--- src/rtl/fetch_ctrl_if.sv ---
// Instruction-memory request/acknowledge bus between fetch_ctrl (master) and memory (slave).
interface fetch_ctrl_if #(
   parameter int PC_W    = 36,
   parameter int INSTR_W = 36
);
   logic               o_imem_req;
   logic [PC_W-1:0]    o_imem_addr;
   logic               i_imem_ack;
   logic [INSTR_W-1:0] i_imem_data;

   modport master (output o_imem_req, o_imem_addr, input i_imem_ack, i_imem_data);
   modport slave  (input o_imem_req, o_imem_addr, output i_imem_ack, i_imem_data);
endinterface

--- src/rtl/fetch_ctrl.sv ---
// Instruction-fetch sequencer: owns the PC, fetches over a req/ack bus and presents one instruction to decode.
// Optional macro FETCH_CTRL_PERF_EN adds consumed-instruction and stall-cycle counters.
module fetch_ctrl #(
   parameter int              PC_W     = 36,
   parameter int              INSTR_W  = 36,
   parameter logic [PC_W-1:0] RESET_PC = '0,
   parameter int              MAX_WAIT = 15
) (
   input  logic               i_clk,
   input  logic               i_rst,
   input  logic               i_stall,
   input  logic               i_redirect,
   input  logic [PC_W-1:0]    i_redirect_pc,
   input  logic               i_halt,
   fetch_ctrl_if.master       imem,
   output logic [PC_W-1:0]    o_pc,
   output logic [INSTR_W-1:0] o_instr,
   output logic [PC_W-1:0]    o_instr_pc,
   output logic               o_instr_valid,
   output logic               o_halted,
`ifdef FETCH_CTRL_PERF_EN
   output logic [31:0]        o_fetch_count,
   output logic [31:0]        o_stall_count,
`endif
   output logic               o_fault
);

   localparam int WAIT_W = (MAX_WAIT < 2) ? 1 : $clog2(MAX_WAIT + 1);

   typedef enum logic [2:0] {
      BOOT   = 3'd0,
      FETCH  = 3'd1,
      ISSUE  = 3'd2,
      HALTED = 3'd3,
      FAULT  = 3'd4
   } state_t;

   state_t             state_q, state_d;
   logic [PC_W-1:0]    pc_q, pc_d;
   logic [INSTR_W-1:0] instr_q, instr_d;
   logic [PC_W-1:0]    instr_pc_q, instr_pc_d;
   logic               valid_q, valid_d;
   logic [WAIT_W-1:0]  wait_q, wait_d;

   always_ff @(posedge i_clk) begin
      if (i_rst) begin
         state_q    <= BOOT;
         pc_q       <= RESET_PC;
         instr_q    <= '0;
         instr_pc_q <= '0;
         valid_q    <= 1'b0;
         wait_q     <= '0;
      end else begin
         state_q    <= state_d;
         pc_q       <= pc_d;
         instr_q    <= instr_d;
         instr_pc_q <= instr_pc_d;
         valid_q    <= valid_d;
         wait_q     <= wait_d;
      end
   end

   // Priority in active states: halt, then redirect, then ack/stall.
   always_comb begin
      state_d    = state_q;
      pc_d       = pc_q;
      instr_d    = instr_q;
      instr_pc_d = instr_pc_q;
      valid_d    = valid_q;
      wait_d     = wait_q;
      case (state_q)
         BOOT: begin
            if (i_halt) begin
               state_d = HALTED;
            end else if (i_redirect) begin
               pc_d    = i_redirect_pc;
               state_d = FETCH;
               wait_d  = '0;
            end else begin
               state_d = FETCH;
               wait_d  = '0;
            end
         end
         FETCH: begin
            if (i_halt) begin
               state_d = HALTED;
               valid_d = 1'b0;
            end else if (i_redirect) begin
               pc_d    = i_redirect_pc;
               wait_d  = '0;
            end else if (imem.i_imem_ack) begin
               instr_d    = imem.i_imem_data;
               instr_pc_d = pc_q;
               valid_d    = 1'b1;
               state_d    = ISSUE;
            end else if (wait_q == WAIT_W'(MAX_WAIT - 1)) begin
               state_d = FAULT;
            end else begin
               wait_d = wait_q + WAIT_W'(1);
            end
         end
         ISSUE: begin
            if (i_halt) begin
               state_d = HALTED;
               valid_d = 1'b0;
            end else if (i_redirect) begin
               pc_d    = i_redirect_pc;
               valid_d = 1'b0;
               state_d = FETCH;
               wait_d  = '0;
            end else if (i_stall) begin
               state_d = ISSUE;
            end else begin
               pc_d    = pc_q + PC_W'(1);
               valid_d = 1'b0;
               state_d = FETCH;
               wait_d  = '0;
            end
         end
         HALTED: state_d = HALTED;
         FAULT:  state_d = FAULT;
         default: begin
            state_d = FAULT;
            valid_d = 1'b0;
         end
      endcase
   end

`ifdef FETCH_CTRL_PERF_EN
   logic [31:0] fetch_cnt_q, fetch_cnt_d;
   logic [31:0] stall_cnt_q, stall_cnt_d;

   always_ff @(posedge i_clk) begin
      if (i_rst) begin
         fetch_cnt_q <= 32'd0;
         stall_cnt_q <= 32'd0;
      end else begin
         fetch_cnt_q <= fetch_cnt_d;
         stall_cnt_q <= stall_cnt_d;
      end
   end

   // A consume is an unstalled ISSUE cycle not pre-empted by halt or redirect.
   always_comb begin
      fetch_cnt_d = fetch_cnt_q;
      stall_cnt_d = stall_cnt_q;
      if (state_q == ISSUE && !i_halt && !i_redirect && !i_stall) begin
         fetch_cnt_d = fetch_cnt_q + 32'd1;
      end else begin
         fetch_cnt_d = fetch_cnt_q;
      end
      if (state_q == ISSUE && i_stall) begin
         stall_cnt_d = stall_cnt_q + 32'd1;
      end else begin
         stall_cnt_d = stall_cnt_q;
      end
   end

   assign o_fetch_count = fetch_cnt_q;
   assign o_stall_count = stall_cnt_q;
`endif

   assign imem.o_imem_req  = (state_q == FETCH);
   assign imem.o_imem_addr = pc_q;
   assign o_pc             = pc_q;
   assign o_instr          = instr_q;
   assign o_instr_pc       = instr_pc_q;
   assign o_instr_valid    = valid_q;
   assign o_halted         = (state_q == HALTED);
   assign o_fault          = (state_q == FAULT);

endmodule

--- src/flat_wrapper.sv ---
// flat-port wrapper written by rule: the top's interface ports become plain ports
module fetch_ctrl_flat 
#(
   parameter int              PC_W     = 36,
   parameter int              INSTR_W  = 36,
   parameter logic [PC_W-1:0] RESET_PC = '0,
   parameter int              MAX_WAIT = 15
)
  (i_clk, i_rst, i_stall, i_redirect, i_redirect_pc, i_halt, o_pc, o_instr, o_instr_pc, o_instr_valid, o_halted, o_fault, imem_o_imem_req, imem_o_imem_addr, imem_i_imem_ack, imem_i_imem_data);
  fetch_ctrl_if #(.PC_W(PC_W), .INSTR_W(INSTR_W)) imem_i ();
  input  logic i_clk;
  input  logic i_rst;
  input  logic i_stall;
  input  logic i_redirect;
  input  logic [PC_W-1:0] i_redirect_pc;
  input  logic i_halt;
  output logic [PC_W-1:0] o_pc;
  output logic [INSTR_W-1:0] o_instr;
  output logic [PC_W-1:0] o_instr_pc;
  output logic o_instr_valid;
  output logic o_halted;
  output logic o_fault;
  output wire logic [$bits(imem_i.o_imem_req)-1:0] imem_o_imem_req;
  output wire logic [$bits(imem_i.o_imem_addr)-1:0] imem_o_imem_addr;
  input wire logic [$bits(imem_i.i_imem_ack)-1:0] imem_i_imem_ack;
  input wire logic [$bits(imem_i.i_imem_data)-1:0] imem_i_imem_data;
  assign imem_o_imem_req = imem_i.o_imem_req;
  assign imem_o_imem_addr = imem_i.o_imem_addr;
  assign imem_i.i_imem_ack = imem_i_imem_ack;
  assign imem_i.i_imem_data = imem_i_imem_data;
  fetch_ctrl #(.PC_W(PC_W), .INSTR_W(INSTR_W), .RESET_PC(RESET_PC), .MAX_WAIT(MAX_WAIT)) u_core (.i_clk(i_clk), .i_rst(i_rst), .i_stall(i_stall), .i_redirect(i_redirect), .i_redirect_pc(i_redirect_pc), .i_halt(i_halt), .imem(imem_i), .o_pc(o_pc), .o_instr(o_instr), .o_instr_pc(o_instr_pc), .o_instr_valid(o_instr_valid), .o_halted(o_halted), .o_fault(o_fault));
endmodule
--- config.mk ---
export PLATFORM = sky130hd
export DESIGN_NAME = fetch_ctrl_flat
export DESIGN_NICKNAME = d
export VERILOG_FILES = /design/src/rtl/fetch_ctrl_if.sv /design/src/rtl/fetch_ctrl.sv /design/src/flat_wrapper.sv
export SDC_FILE = /design/constraint.sdc
export NUM_CORES = 1
export LEC_CHECK = 0
export CAP_MARGIN = 20
export CORE_MARGIN = 10
export CORE_UTILIZATION = 39
export CTS_CLUSTER_SIZE = 40
export DETAILED_ROUTE_END_ITERATION = 8
export PLACE_DENSITY = 0.77
export SLEW_MARGIN = 20
export SYNTH_ARGS = -nofsm -noshare
export SYNTH_HDL_FRONTEND = slang
export SYNTH_SLANG_ARGS = --single-unit
export TNS_END_PERCENT = 10
--- constraint.sdc ---
create_clock -name i_clk -period 1.9 [get_ports i_clk]
set_input_delay 0.285 -clock i_clk [delete_from_list [all_inputs] [get_ports i_clk]]
set_output_delay 0.285 -clock i_clk [all_outputs]
set_load 0.05 [all_outputs]
==> results.txt, run 1 <==
- The critical path starts at u_core.state_q[2].
* Maximum Capacitance Violations: 0
- For this design the ratio of total power to cell area is 806 nW/um^2.
* Status: finished, violations left
* Clock insertion delay at the later pin of the skew report: 420 ps
* Critical Path Slowest Stage Cell: sky130_fd_sc_hd__or3_4
* Clock Tree Root: sky130_fd_sc_hd__clkbuf_16
- The number of different library cells used by synthesis comes to 61.
* Cell with the most instances after synthesis: sky130_fd_sc_hd__nand2_1
- Class of the worst hold path: in -> reg
- Total count of hold-check failures in the final report: 0
- The kind of cell with the highest combined delay along the critical path is simple AND/OR/NAND/NOR gates.
- Nets in the synthesized netlist: 803
* Top cell type's share of synthesized area: 0.419
- The critical path goes through or4_4, or3_4, buf_6, or3_1, a31oi_1.
* Post-placement worst setup slack: -621 ps
- Total power for the finished layout comes to 7.17 mW.
- The core region is 13900 sq um.
* Number of enable flip-flop cells after synthesis: 0
* Number of levels in the clock H-tree: 4
* Proportion of synthesized chip area in sequential cells: 0.419
* Main area contributors after synthesis: sky130_fd_sc_hd__dfxtp_1 42%, sky130_fd_sc_hd__nand2_1 12%, sky130_fd_sc_hd__a21oi_1 9.2%, sky130_fd_sc_hd__buf_4 4.9%, sky130_fd_sc_hd__nor2_1 3.1%
- The clock drives 116 sinks.
- Number of vias after detailed routing: 6075
- Launch point of the worst reg-to-reg path: u_core.state_q[2]
* Max Fanout on Critical Path: 6
- For this run, the total global-route usage over all layers was measured as 0.193.
* Ant. Diodes: 0
- STA classifies the critical path endpoint as a flop.
* Clock period minus worst slack: 1950 ps
- Remaining routing DRC violations: 0
- The detail route stage leaves a number of antenna-violating nets equal to 0.
- STA classifies the critical path startpoint as a flop.
- Worst clock skew on the final layout: 9.15 ps
- After synthesis, the largest family of logic cells by area is simple AND/OR/NAND/NOR gates.
- In this run the register-to-register setup slack is -50 ps.
- After clock tree synthesis, the flow added hold-fix buffers numbering 0.
- Via density per instance: 5.24
* Placer Congestion: 0.899
- Remaining max-slew budget at the tightest pin: 0.637
* Setup repair after global routing missed its margin: yes
- The net count of the finished layout is 1048.
- Synthesis handed over a netlist of 722 instances.
* Data required time of the worst path: 2240 ps
- Area Growth Syn to Fin: 60.5%
* Total clock buffers created by CTS: 17
* DRT Pass-1 Iters: 4
- Port buffering added 225 buffers.
- Failing checks: negative setup slack
* Peak supply drop: 0.000857 V
* Pin count of the biggest net entering global routing: 53
- Dividing the detail-routed wire length by the instance count gives 17.2 um.
* Critical path arrival: 2290 ps
- First-pass GRT wire length: 30800 um
* Actual slew at the worst max-slew pin: 543 ps
- Chip height: 139 um
* CTS max path bufs: 2
* Area share of and/or/nand/nor cells after synthesis: 0.262
- Boundary pin count: 226
- The most critical setup path has its endpoint at u_core.imem.o_imem_addr[26].
* Die Footprint: 19400 sq um
* Worst path setup slack after routing: -45.2 ps
- Fraction of synthesis flops using an asynchronous set or reset pin: 0
* Total of fill cells in the finished design: 1203
- The number of cells on the worst reg-to-reg path is 5.
- For this configuration, the core starts out at a cell density of 0.399.
* Number of pins exceeding their max-slew limit in the final report: 0
* Share of cells above drive strength 1: 0.251
- The die is 139 um wide.
- Most used flip-flop cell after synthesis: sky130_fd_sc_hd__dfxtp_1
- Vias in the first global route: 5812
* Buffers and inverters on the worst path: 1
- For the final routed database, the setup TNS stands at -122 ps.
* Worst hold-check slack: 235 ps
- Final period utilization: 1.02
- TritonCTS built the clock tree.
- Antenna violations before repair: 0
- Setup violations remaining at the end of the flow were counted as 4.
- Adder-cell share of the synthesized area: 0.00678
- The largest single stage delay on the critical path is 450 ps.
- The count of cells in the finished layout, fillers not included, comes to 1160.
- Reported leakage power: 3.55 nW
* Site row count: 43
* Post-Synth XOR/XNOR Area: 0.00316
- Ranked by instance count, the synthesized netlist is headed by 174 x sky130_fd_sc_hd__nand2_1, 116 x sky130_fd_sc_hd__dfxtp_1, 102 x sky130_fd_sc_hd__a21oi_1.
- Cell accounting for the most synthesized area: sky130_fd_sc_hd__dfxtp_1
- Maximum frequency from static timing analysis: 514 MHz
* Final wirelength: 20000 um
- Yosys printed 0 warnings.
- Clock transition at path regs: 60 ps
- The setup path with the least slack is of type reg -> reg.
- The endpoint identified for the worst register-to-register timing path is u_core.imem.o_imem_addr[26].
* Post-synthesis mux area share: 0.00971
* Iter 0 DRT Violations: 307
- For this run the aggregate overflow at the end of global routing stands at 0.
- After legalization and detailed placement, the total HPWL measured 14600 um.
- The cell area that synthesis handed to floorplanning was 5540 sq um.
- Compound-cell area share of the yosys netlist: 0.208
- Placed cell count: 1124
* #FFs+latches synth: 116
- In this run the number of cells on the critical path is 5.
- Synthesized area per cell: 7.67 sq um
[cell usage in the layout (no fill, tap or decap), types with 12 or more instances in the layout]
master,instances
sky130_fd_sc_hd__dfxtp_1,91
sky130_fd_sc_hd__clkdlybuf4s50_1,140
sky130_fd_sc_hd__a31oi_1,12
sky130_fd_sc_hd__buf_4,147
sky130_fd_sc_hd__nor2_1,44
sky130_fd_sc_hd__nand3_1,13
sky130_fd_sc_hd__dfxtp_4,15
sky130_fd_sc_hd__o21ai_0,23
sky130_fd_sc_hd__clkbuf_16,18
sky130_fd_sc_hd__a21oi_1,102
sky130_fd_sc_hd__nand2_1,173
[metrics by stage]
step	instance area (sq um)	utilization
floorplan	5630	-
global placement	8180	0.589
detailed placement	8180	0.589
CTS	8790	0.633
global route	8890	0.641
finish	8890	0.641
[cell type report]
class	count	area [sq um]	share of cell area
clock buffer	24	503	0.0566
timing repair buffer	314	2850	0.321
inverter	3	11.3	0.00127
clock inverter	8	96.3	0.0108
tap	180	225	0.0253
multi-input combinational	515	2810	0.316
sequential	116	2390	0.269
[worst min-delay path by stage]
stage	to	cells past startpoint	startpoint	slack, ps
2_1_floorplan	u_core.o_instr[0]	2	imem_i_imem_data[0]	420
3_3_place_gp	u_core.o_instr_pc[7]	2	u_core.o_instr_pc[7]	440
3_5_place_dp	u_core.o_instr_pc[22]	2	u_core.o_instr_pc[22]	450
4_1_cts	u_core.wait_q[1]	2	i_rst	220
5_1_grt	u_core.wait_q[1]	2	i_rst	240
6_report	u_core.wait_q[1]	2	i_rst	240
[worst reg2reg max path, delay by kind of cell, from the launching register on]
kind	cells	cell delay, ps
buffers and inverters	1	150
and+or+nand+nor	3	1210
AOI/OAI and AO/OA	1	170
DFF	1	360
[sequential cells by signal, summed over array words and instances (netlist names)]
signal,count
u_core.o_instr_valid,1
u_core.o_instr_pc,36
u_core.state_q,3
u_core.o_instr,36
u_core.wait_q,4
u_core.imem.o_imem_addr,36
[per-layer routing]
metal,vias to the layer above,share of wire,GRT usage
li1,2993,-,-
met1,2837,0.42,0.228
met2,219,0.49,0.317
met3,26,0.079,0.0723
met4,0,0.016,0.0588
met5,-,0,0
[kinds of logic (layout without fill, tap and decap cells)]
group	Yosys count	in the layout
buffers and inverters	91	349
AO/OA/AOI/OAI	190	190
AND/OR/NAND/NOR	315	315
XOR/XNOR	2	2
flip-flops	116	116
adder cells (fa/ha/maj)	3	3
multiplexers	5	5
[where the power goes]
group          leakage (nW)  switching (mW)  internal [mW]
clock                 0.295            1.12           2.10
combinational          2.30           0.842          0.536
sequential            0.956          0.0613           2.50
[timing repair]
item / 4_1_cts / 5_1_grt
pin swaps: 6 / 14
gates resized for setup: 16 / 24
endpoints found under the setup margin: 27 / 24
buffers inserted: 1 / 3
No activity file was read; power rests on OpenSTA's default activity.
==> run 2, diff against run 1 <==
SLEW_MARGIN = default   (was 20)
==> results of run 2 <==
No change in the layout: final DEF, timing and power equal those of run 1.
==> run 3, diff against run 2 <==
--- a/config.mk
+++ b/config.mk
@@ -8,8 +8,8 @@
 export CAP_MARGIN = 20
 export CORE_MARGIN = 10
-export CORE_UTILIZATION = 39
+export CORE_UTILIZATION = 35
 export CTS_CLUSTER_SIZE = 40
 export DETAILED_ROUTE_END_ITERATION = 8
-export PLACE_DENSITY = 0.77
+export PLACE_DENSITY = 0.7
 export SYNTH_ARGS = -nofsm -noshare
 export SYNTH_HDL_FRONTEND = slang
==> constraint.sdc (replaced) <==
create_clock -name i_clk -period 1.9 [get_ports i_clk]
set_input_delay 0.38 -clock i_clk [delete_from_list [all_inputs] [get_ports i_clk]]
set_output_delay 0.38 -clock i_clk [all_outputs]
set_load 0.05 [all_outputs]
==> run 3 against run 2 <==
The flow now finishes without violations; clock power down 2%; via count rose by 0.15%; sequential power about the same; register-to-register slack gained 50 ps; sequential share of layout area is 0.061 points higher; wire length rose by 2.0%; clock skew down 3.1 ps; combinational power barely moved; fmax up 2.8%; sequential cell count unchanged; non-clock buffer count increased by 10; critical endpoint is now u_core.imem.o_imem_addr[33].
==> results.txt, run 3 (synthesized netlist as in run 1, its figures left out) <==
* Status: finished clean
- The power share of the clock group came to 0.444 (-0.006).
- Final wirelength: 20400 um (+2.0%)
- Port Buffer Count: 225 (unchanged)
- Stage delay of the slowest cell on the critical path: 500 ps (+50 ps)
- Setup crit start kind: input port
- Worst path setup slack after routing: 8.51 ps (+53.7 ps)
- DRT Pass-1 Iters: 5 (+1)
- Setup repair after global routing missed its margin: yes
- Gr busiest metal: met2
- Ant. Diodes: 0 (unchanged)
- The via count of the first global-routing pass is 5991 (+3.1%).
- The cell row count was 45 (+4.7%).
- The biggest fanout along the worst timing path is 7 (+1).
* Clock period minus worst slack: 1890 ps (-53.7 ps)
- The fraction of met1 tracks used by global routing is 0.217 (-0.0105).
* Detailed-placement wirelength estimate: 15100 um (+3.1%)
* Instance area at placement: 8210 sq um (+0.38%)
- Commonest non-fill, non-tap cell in the layout: sky130_fd_sc_hd__buf_4
- NumNets Final: 1058 (+0.95%)
- Die Footprint: 21300 sq um (+9.7%)
- Total count of hold-check failures in the final report: 0 (unchanged)
- Boundary pin count: 226 (unchanged)
- Met2 capacity usage during global routing: 0.311 (-0.00582)
* Worst clock skew on the final layout: 6.07 ps (-3.07 ps)
- Class of the worst hold path: in -> reg
- Switching pwr: 2.03 mW (about the same)
- Placed cell count: 1162 (+3.4%)
* Post-placement worst setup slack: -735 ps (-114 ps)
- Clock insertion delay at the later pin of the skew report: 410 ps (about the same)
- The cell internal power dissipation was 5.09 mW (-1.0%).
- The share of cells above drive strength 1 came to 0.292 (+0.0412).
- The power share of the combinational group is 0.196 (+0.004).
- The post-route cell area is 8850 sq um (-0.44%).
- The worst IR drop on VDD came to 0.000560 V (-35%).
* Clock Tree Root: sky130_fd_sc_hd__clkbuf_16
- Actual slew at the worst max-slew pin: 519 ps (-24.6 ps)
- The clock buffer count from CTS is 17 (unchanged).
- Core region area: 15400 sq um (+11%)
* Chip height: 146 um (+4.8%)
- Post-route core utilization: 0.576 (-0.0646)
- Met3 Track Usage GR: 0.0652 (-0.00706)
- Clock transition at path regs: 50 ps (about the same)
- The signal arrival time at the worst endpoint was 2230 ps (-60 ps).
* Critical Path Slowest Stage Cell: sky130_fd_sc_hd__or4_4
- The count of endpoints failing setup in the final report was 0 (-4).
- The number of maximum-capacitance constraint violations was 0 (unchanged).
- The number of remaining DRC errors is 0 (unchanged).
- Antenna violations before repair: 0 (unchanged)
- Via density per instance: 5.07 (-3.2%)
* Buffers and inverters on the worst path: 1 (unchanged)
- The share of power burned in registers is 0.360 (+0.002).
* Most frequent cells in the layout: 193 x sky130_fd_sc_hd__buf_4, 173 x sky130_fd_sc_hd__nand2_1, 102 x sky130_fd_sc_hd__a21oi_1, 91 x sky130_fd_sc_hd__dfxtp_1, 73 x sky130_fd_sc_hd__clkdlybuf4s50_1
- The cell area power density was 804 nW/um^2 (-0.27%).
* Placer Congestion: 0.835 (-7.1%)
- Pin count of the biggest net entering global routing: 42 (-21%)
- The initial core utilization was 0.360 (-0.0387).
- The global-route wire length before repair came to 32200 um (+4.7%).
* Number of pins exceeding their max-slew limit in the final report: 0 (unchanged)
* Maximum frequency from static timing analysis: 529 MHz (+2.8%)
* Remaining max-slew budget at the tightest pin: 0.656 (+0.0189)
- In this design, the largest share of critical-path delay is due to simple AND/OR/NAND/NOR gates.
* Cells traversed along the worst timing path: dlygate4sd2_1, or4_4, or3_4, or4b_1, a31oi_1
- Data required time of the worst path: 2240 ps (about the same)
* Clock tree from TritonCTS: built
- Number of levels in the clock H-tree: 4 (unchanged)
- The initial detailed-routing violation count is 392 (+28%).
- The setup TNS is 0 ps (+122 ps).
- The detailed-route wire length per cell is 17.0 um (-1.4%).
- The number of standard cells in the final layout excluding fillers is 1200 (+3.4%).
- The overall routing resource usage was 0.184 (-0.00848).
* Total of fill cells in the finished design: 1477 (+23%)
* ANT nets after route: 0 (unchanged)
- Clock sink count: 116 (unchanged)
* CTS max path bufs: 2 (unchanged)
- Area Growth Syn to Fin: 59.8%
- Horiz. Die Dim: 146 um (+4.8%)
- Reported leakage power: 3.76 nW (+5.9%)
- Fraction of power spent switching nets: 0.285 (+0.00214)
- The total via count after detailed routing is 6084 (+0.15%).
- Total congestion overflow: 0 (unchanged)
* Final period utilization: 0.996 (-0.0282)
- STA classifies the critical path endpoint as a flop.
- The critical path is of the in -> reg type.
## run 3: path summary, 6_finish.rpt
| check | startpoint | slack (ps) | depth (start not counted) | endpoint |
|---|---|---|---|---|
| hold / removal | i_rst | 310 | 2 | u_core.wait_q[1] |
| hold reg to reg | u_core.o_instr[33] | 450 | 2 | u_core.o_instr[33] |
| setup / recovery | i_redirect | 9 | 5 | u_core.imem.o_imem_addr[33] |
| setup reg to reg | u_core.state_q[2] | 9 | 4 | u_core.imem.o_imem_addr[33] |
## run 3: routing by layer
layer / wire length, um / share of wire
met1: 8540 / 0.42
met2: 9980 / 0.49
met3: 1660 / 0.081
met4: 168 / 0.0083
met5: 0 / 0
## run 3: layout make-up
| class | count | area [sq um] | share of cell area |
|---|---|---|---|
| sequential | 116 | 2390 | 0.269 |
| timing repair buffer | 324 | 2810 | 0.317 |
| tap | 211 | 264 | 0.0298 |
| inverter | 3 | 11.3 | 0.00127 |
| clock inverter | 8 | 70.1 | 0.00791 |
| clock buffer | 23 | 520 | 0.0588 |
| multi-input combinational | 515 | 2800 | 0.316 |
## run 3: through the flow
step / hold WS [ps] / power (mW)
after detailed placement: 445 / 4.00
after floorplan: 498 / 3.44
after CTS: 297 / 7.18
after global routing: 309 / 7.40
after global placement: 441 / 3.99
final: 314 / 7.12
## run 3: power groups by stage
stage / sequential, mW / clock (mW) / combinational [mW]
2_1_floorplan: 2.88 / 0 / 0.560
3_3_place_gp: 2.61 / 0 / 1.38
3_5_place_dp: 2.62 / 0 / 1.38
4_1_cts: 2.56 / 3.23 / 1.39
5_1_grt: 2.57 / 3.35 / 1.48
6_report: 2.56 / 3.16 / 1.40
## run 3: what timing repair did
item	in CTS	in global routing
pin swaps	5	8
setup endpoints to repair	67	31
setup buffers	0	7
hold buffers	0	0
gates resized for setup	54	10
==> patch 1: new RTL, config.mk and constraints of run 1 <==
Register the output `o_fault`, without a reset; this adds one clock of latency there. The other outputs are not delayed to match.
--- a/src/rtl/fetch_ctrl.sv
+++ b/src/rtl/fetch_ctrl.sv
@@ -168,5 +168,7 @@
    assign o_instr_valid    = valid_q;
    assign o_halted         = (state_q == HALTED);
-   assign o_fault          = (state_q == FAULT);
+   always_ff @(posedge i_clk) begin
+      o_fault <= (state_q == FAULT);
+   end
 
 endmodule
Formal check against the unedited RTL: no difference found for any inputs over 4 cycles, from zero or initial values and one cycle with i_rst high; that may be too few to reach the edited logic, so the function may still have changed.
==> patch 1 against run 1 <==
The flow still finishes with violations (setup timing); count of clock-buffer cells in the layout shrank 4; sequential cell count up 1; final area up 2.5%; area after synthesis is 1.5% higher; setup slack worse by 0.17 ns; non-clock buffer count grew 13; synthesized cell count increased by 3.2%; sequential share of layout area shrank 0.87 points; first-iteration DRC count is 53% higher; routed wire length grew 5.9%; die area increased by 1.3%; core utilization is 1.1 points higher; total power shrank 0.29%.
==> patch 1: results (changes against run 1) <==
GRT
  • Maximum number of pins on one net before global-route repair: 87 (+64%)
  • Via count of the first global-routing pass: 5828 (+0.28%)
  • Global router's overall resource usage: 20.0% (+0.76 points)
  • First-pass GRT wire length: 32100 um (+4.3%)

Route
  • Met1 WL: 9300 um (+11%)
  • Router iterations before antenna repair: 6 (+2)
  • Number of vias after detailed routing: 6318 (+4.0%)
  • Average via count per standard cell: 5.31 (+1.5%)
  • Number of DRC markers after the initial detailed-route iteration: 470 (+53%)

Finish
  • Final-layout clock-cell area share: 6.27% (-0.47 points)
  • Proportion of layout cells with a drive suffix above 1: 26.0% (+0.86 points)
  • Multi-input combinational gate total: 529 (+2.7%)
  • Portion of the layout cell area used by non-clock buffers: 32.8% (+0.74 points)
  • Fraction of area in registers: 26.0% (-0.87 points)
  • Fraction of area in multi-input gates: 32.3% (+0.62 points)
  • Layout Nets: 1077 (+2.8%)
  • Number of clock buffers in the layout: 20 (-17%)

STA
  • Post-Route Skew: 0.00733 ns (-0.00181 ns)
  • Period utilization: 111% (+9.0 points)
  • Fin worst setup slack: -0.216 ns (-0.171 ns)
  • Worst-Margin Slew: 0.556 ns (+0.0130 ns)
  • Number of setup violations in the final report: 2 (-2)

Worst setup path
  • Worst Path Arrival: 2.43 ns (+0.14 ns)
  • Delay contributed by the slowest stage of the critical path: 0.53 ns (+0.08 ns)
  • Critical path peak fanout: 3 (-3)
  • Highest-delay cell along the critical path: or4_4

Placed design
  • Routability Congestion: 0.876 (-2.5%)
  • Dpl cells: 1152 (+2.5%)
  • Half-perimeter wire length of the detailed placement result: 15500 um (+6.4%)

Power and ir drop
  • Leakage power summed over all cells: 3.82 nW (+7.6%)
  • Worst voltage drop across the vdd grid: 0.000629 V (-27%)

Yosys
  • Area share of fa/ha/maj cells after synthesis: 0.668% (-0.010 points)
  • Share of the yosys chip area belonging to registers: 41.7% (-0.26 points)
  • Cell variety after synth: 64 (+4.9%)
  • Multiplexer fraction of the synthesized cell area: 0.645% (-0.33 points)
  • Most numerous cell types in the synthesized netlist: nand2_1, dfxtp_1, a21oi_1

Status
  • Outcome: finished, violations left
  • Violations in the final reports: setup timing
-- patch 1: cell count changes after synthesis, sizes merged, moves of 4 or more --
cell    change
nand3       +7
a221oi      -4
clkbuf     +15
o21bai      +4
buf         -8
or3         -4
a21o        +4
o31ai       +4
nor2       -14
nand2      +13
a21oi       +5
-- patch 1: layer usage --
layer	vias up	global-route usage, %
met1	2902	25.6
li1	3079	-
met2	316	31.3
met5	-	0
met4	0	5.22
met3	21	7.13
-- patch 1: final timing paths --
check	end	cells after the start	slack, ns	from
setup reg to reg	u_core.imem.o_imem_addr[24]	6	-0.22	u_core.imem.o_imem_addr[1]
setup / recovery	u_core.imem.o_imem_addr[24]	6	-0.22	u_core.imem.o_imem_addr[1]
hold / removal	u_core.state_q[2]	2	0.28	i_rst
hold reg to reg	u_core.o_instr_pc[28]	2	0.45	u_core.o_instr_pc[28]
-- patch 1: kinds of logic after synthesis --
group | after synthesis
flip-flops | 117
AND/OR/NAND/NOR | 320
AO/OA/AOI/OAI | 203
buffers and inverters | 99
multiplexers | 3
adder cells (fa/ha/maj) | 3
-- patch 1: what timing repair did --
item,in CTS,in global routing
pin swaps,7,15
setup endpoints to repair,25,46
gates resized for setup,14,33
buffers inserted,1,4
-- patch 1: per-stage QoR --
step           TNS [ns]  setup WS, ns  instance area [um^2]  util (%)  hold slack (ns)
2_1_floorplan    -23.27        -0.490                  5760         -            0.409
6_report         -0.410        -0.216                  9120      65.2            0.276
5_1_grt          -0.767        -0.257                  9120      65.2            0.275
3_3_place_gp     -18.97        -0.452                  8330      59.5            0.439
4_1_cts          -0.491        -0.234                  8960      64.1            0.254
3_5_place_dp     -21.01        -0.492                  8330      59.5            0.444
==> patch 2: new RTL, flow settings as in run 1 <==
Made on the original files. `MAX_WAIT` is set to 15 in 2 places; all go to 30.
--- a/src/rtl/fetch_ctrl.sv
+++ b/src/rtl/fetch_ctrl.sv
@@ -5,5 +5,5 @@
    parameter int              INSTR_W  = 36,
    parameter logic [PC_W-1:0] RESET_PC = '0,
-   parameter int              MAX_WAIT = 15
+   parameter int              MAX_WAIT = 30
 ) (
    input  logic               i_clk,
--- a/src/flat_wrapper.sv
+++ b/src/flat_wrapper.sv
@@ -5,5 +5,5 @@
    parameter int              INSTR_W  = 36,
    parameter logic [PC_W-1:0] RESET_PC = '0,
-   parameter int              MAX_WAIT = 15
+   parameter int              MAX_WAIT = 30
 )
   (i_clk, i_rst, i_stall, i_redirect, i_redirect_pc, i_halt, o_pc, o_instr, o_instr_pc, o_instr_valid, o_halted, o_fault, imem_o_imem_req, imem_o_imem_addr, imem_i_imem_ack, imem_i_imem_data);
Behaviour: no difference found for any inputs over 4 cycles, from zero or initial values and one cycle with i_rst high; that may be too few to reach the edited logic, so the function may still have changed.
==> patch 2 against run 1 <==
The flow still finishes with violations (setup timing); total power up 2.7%; sequential power up 2%; core utilization shrank 0.11 points; sequential cell count up 1; sequential share of layout area barely moved; setup slack improved by 0.017 ns; area after synthesis up 1.9%; final area is 0.98% higher; routed wire length increased by 2.6%.
==> patch 2: results (changes against run 1) <==
Status
  • Outcome: finished, violations left
  • Violations in the final reports: setup timing

Worst setup path
  • Category of the worst setup path capture point: register
  • Worst Path Arrival: 2.22 ns (-0.07 ns)
  • Number of cells on the worst reg-to-reg path: 6 (+1)
  • Capture point of the worst reg-to-reg path: u_core.imem.o_imem_addr[30]
  • Critical path peak fanout: 11 (+5)
  • Register-to-Register Setup Slack: -0.03 ns (+0.02 ns)
  • Start point of the critical path: u_core.state_q[0]

Finish
  • Filler-free cell count of the finished design: 1159 (-0.086%)
  • Count of antenna diodes in the layout: 0 (unchanged)
  • Number of inserted filler cells in the final layout: 1215 (+1.0%)
  • Proportion of layout cells with a drive suffix above 1: 24.6% (-0.49 points)

Yosys
  • Synthesis Warnings: 0 (unchanged)
  • Share of the yosys chip area belonging to registers: 41.5% (-0.44 points)
  • Cells after Synth: 735 (+1.8%)
  • Leading post-synthesis cells by cell area: dfxtp_1, nand2_1, a21oi_1, buf_4, nor2_1
  • Synthesized netlist net count: 816 (+1.6%)
  • Most numerous cell types in the synthesized netlist: nand2_1, dfxtp_1, a21oi_1
  • Cell variety after synth: 63 (+3.3%)
  • Ys async rst share: 0% (unchanged)

Route
  • Number of DRC markers after the initial detailed-route iteration: 372 (+21%)
  • Number of vias after detailed routing: 6166 (+1.5%)
  • Router iterations before antenna repair: 5 (+1)
  • DRT Wirelength: 20500 um (+2.6%)

STA
  • Setup TNS after final layout: -0.0318 ns (+0.0901 ns)
  • Fin worst setup slack: -0.0280 ns (+0.0172 ns)
  • Number of setup violations in the final report: 2 (-2)
  • Slew headroom: 63.3% (-0.38 points)
  • Post-Route Skew: 0.00681 ns (-0.00234 ns)

Placed design
  • Placed cell area: 8230 um^2 (+0.69%)
  • Routability Congestion: 0.871 (-3.0%)
  • Dpl cells: 1127 (+0.27%)
  • Half-perimeter wire length of the detailed placement result: 14800 um (+1.5%)
  • Post-placement setup slack: -0.427 ns (+0.194 ns)

Power and ir drop
  • Leakage power summed over all cells: 3.65 nW (+2.8%)
  • Worst voltage drop across the vdd grid: 0.000659 V (-23%)

Clock network
  • Bufs on Longest Clock Path: 2 (unchanged)
  • Clock-pin slew of the registers on the worst-case setup and hold paths: 0.05 ns
  • Buffers inserted during post-CTS setup optimization: 0 (-1)

GRT
  • Via count of the first global-routing pass: 5886 (+1.3%)
  • Initial antenna violation count: 0 (unchanged)
  • First-pass GRT wire length: 31200 um (+1.5%)
  • Maximum number of pins on one net before global-route repair: 55 (+3.8%)
  • Global router's overall resource usage: 19.3% (about the same)
[patch 2: worst min-delay path by stage]
stage | start | endpoint | cells past startpoint | slack (ns)
2_1_floorplan | imem_i_imem_data[0] | u_core.o_instr[0] | 2 | 0.42
3_3_place_gp | u_core.o_instr[1] | u_core.o_instr[1] | 2 | 0.44
3_5_place_dp | u_core.o_instr[23] | u_core.o_instr[23] | 2 | 0.45
4_1_cts | i_rst | u_core.state_q[2] | 2 | 0.30
5_1_grt | i_rst | u_core.o_instr_pc[17] | 2 | 0.35
6_report | i_rst | u_core.state_q[2] | 2 | 0.32
[patch 2: metrics by stage]
stage | util, % | power (mW)
finish | 64.0 | 7.36
global route | 64.0 | 7.63
CTS | 63.1 | 7.39
detailed placement | 58.6 | 4.07
global placement | 58.6 | 4.06
floorplan | - | 3.51
[patch 2: power breakdown]
group          total (mW)  internal [mW]  switching, mW
Combinational        1.42          0.556          0.860
Clock                3.33           2.20           1.12
Sequential           2.62           2.53         0.0877
[patch 2: worst max-delay path: stages, from the launching register on]
cell	delay, ns
dfxtp_1	0.32
or4b_2	0.70
buf_4	0.21
nor4_2	0.18
nand4_1	0.12
a21oi_1	0.20
nor4_2	0.08
[patch 2: cell families (layout without fill, tap and decap cells)]
group,after synthesis,in the layout,share of synthesized area [%]
buffers and inverters,99,343,9.86
AND/OR/NAND/NOR,322,322,26.4
adder cells (fa/ha/maj),3,3,0.665
flip-flops,117,117,41.5
XOR/XNOR,3,3,0.465
AO/OA/AOI/OAI,190,190,20.9
multiplexers,1,1,0.199
[patch 2: layout make-up]
| cell class | instances | share of cell area [%] |
|---|---|---|
| clock buffer | 25 | 5.96 |
| clock inverter | 6 | 0.975 |
| inverter | 6 | 0.251 |
| multi-input combinational | 519 | 31.7 |
| sequential | 117 | 26.9 |
| tap | 180 | 2.51 |
| timing repair buffer | 306 | 31.7 |
[patch 2: per-layer routing]
metal	global-route usage, %	part of all wire (%)
met4	5.98	1.5
met2	32.5	50
met5	0	0
met3	7.30	8.4
met1	22.0	40
[patch 2: repair_timing]
action | 4_1_cts | 5_1_grt
gates resized for setup | 15 | 30
pin swaps | 0 | 2
hold buffers | 0 | 0
gates cloned | 0 | 1
setup endpoints to repair | 17 | 101
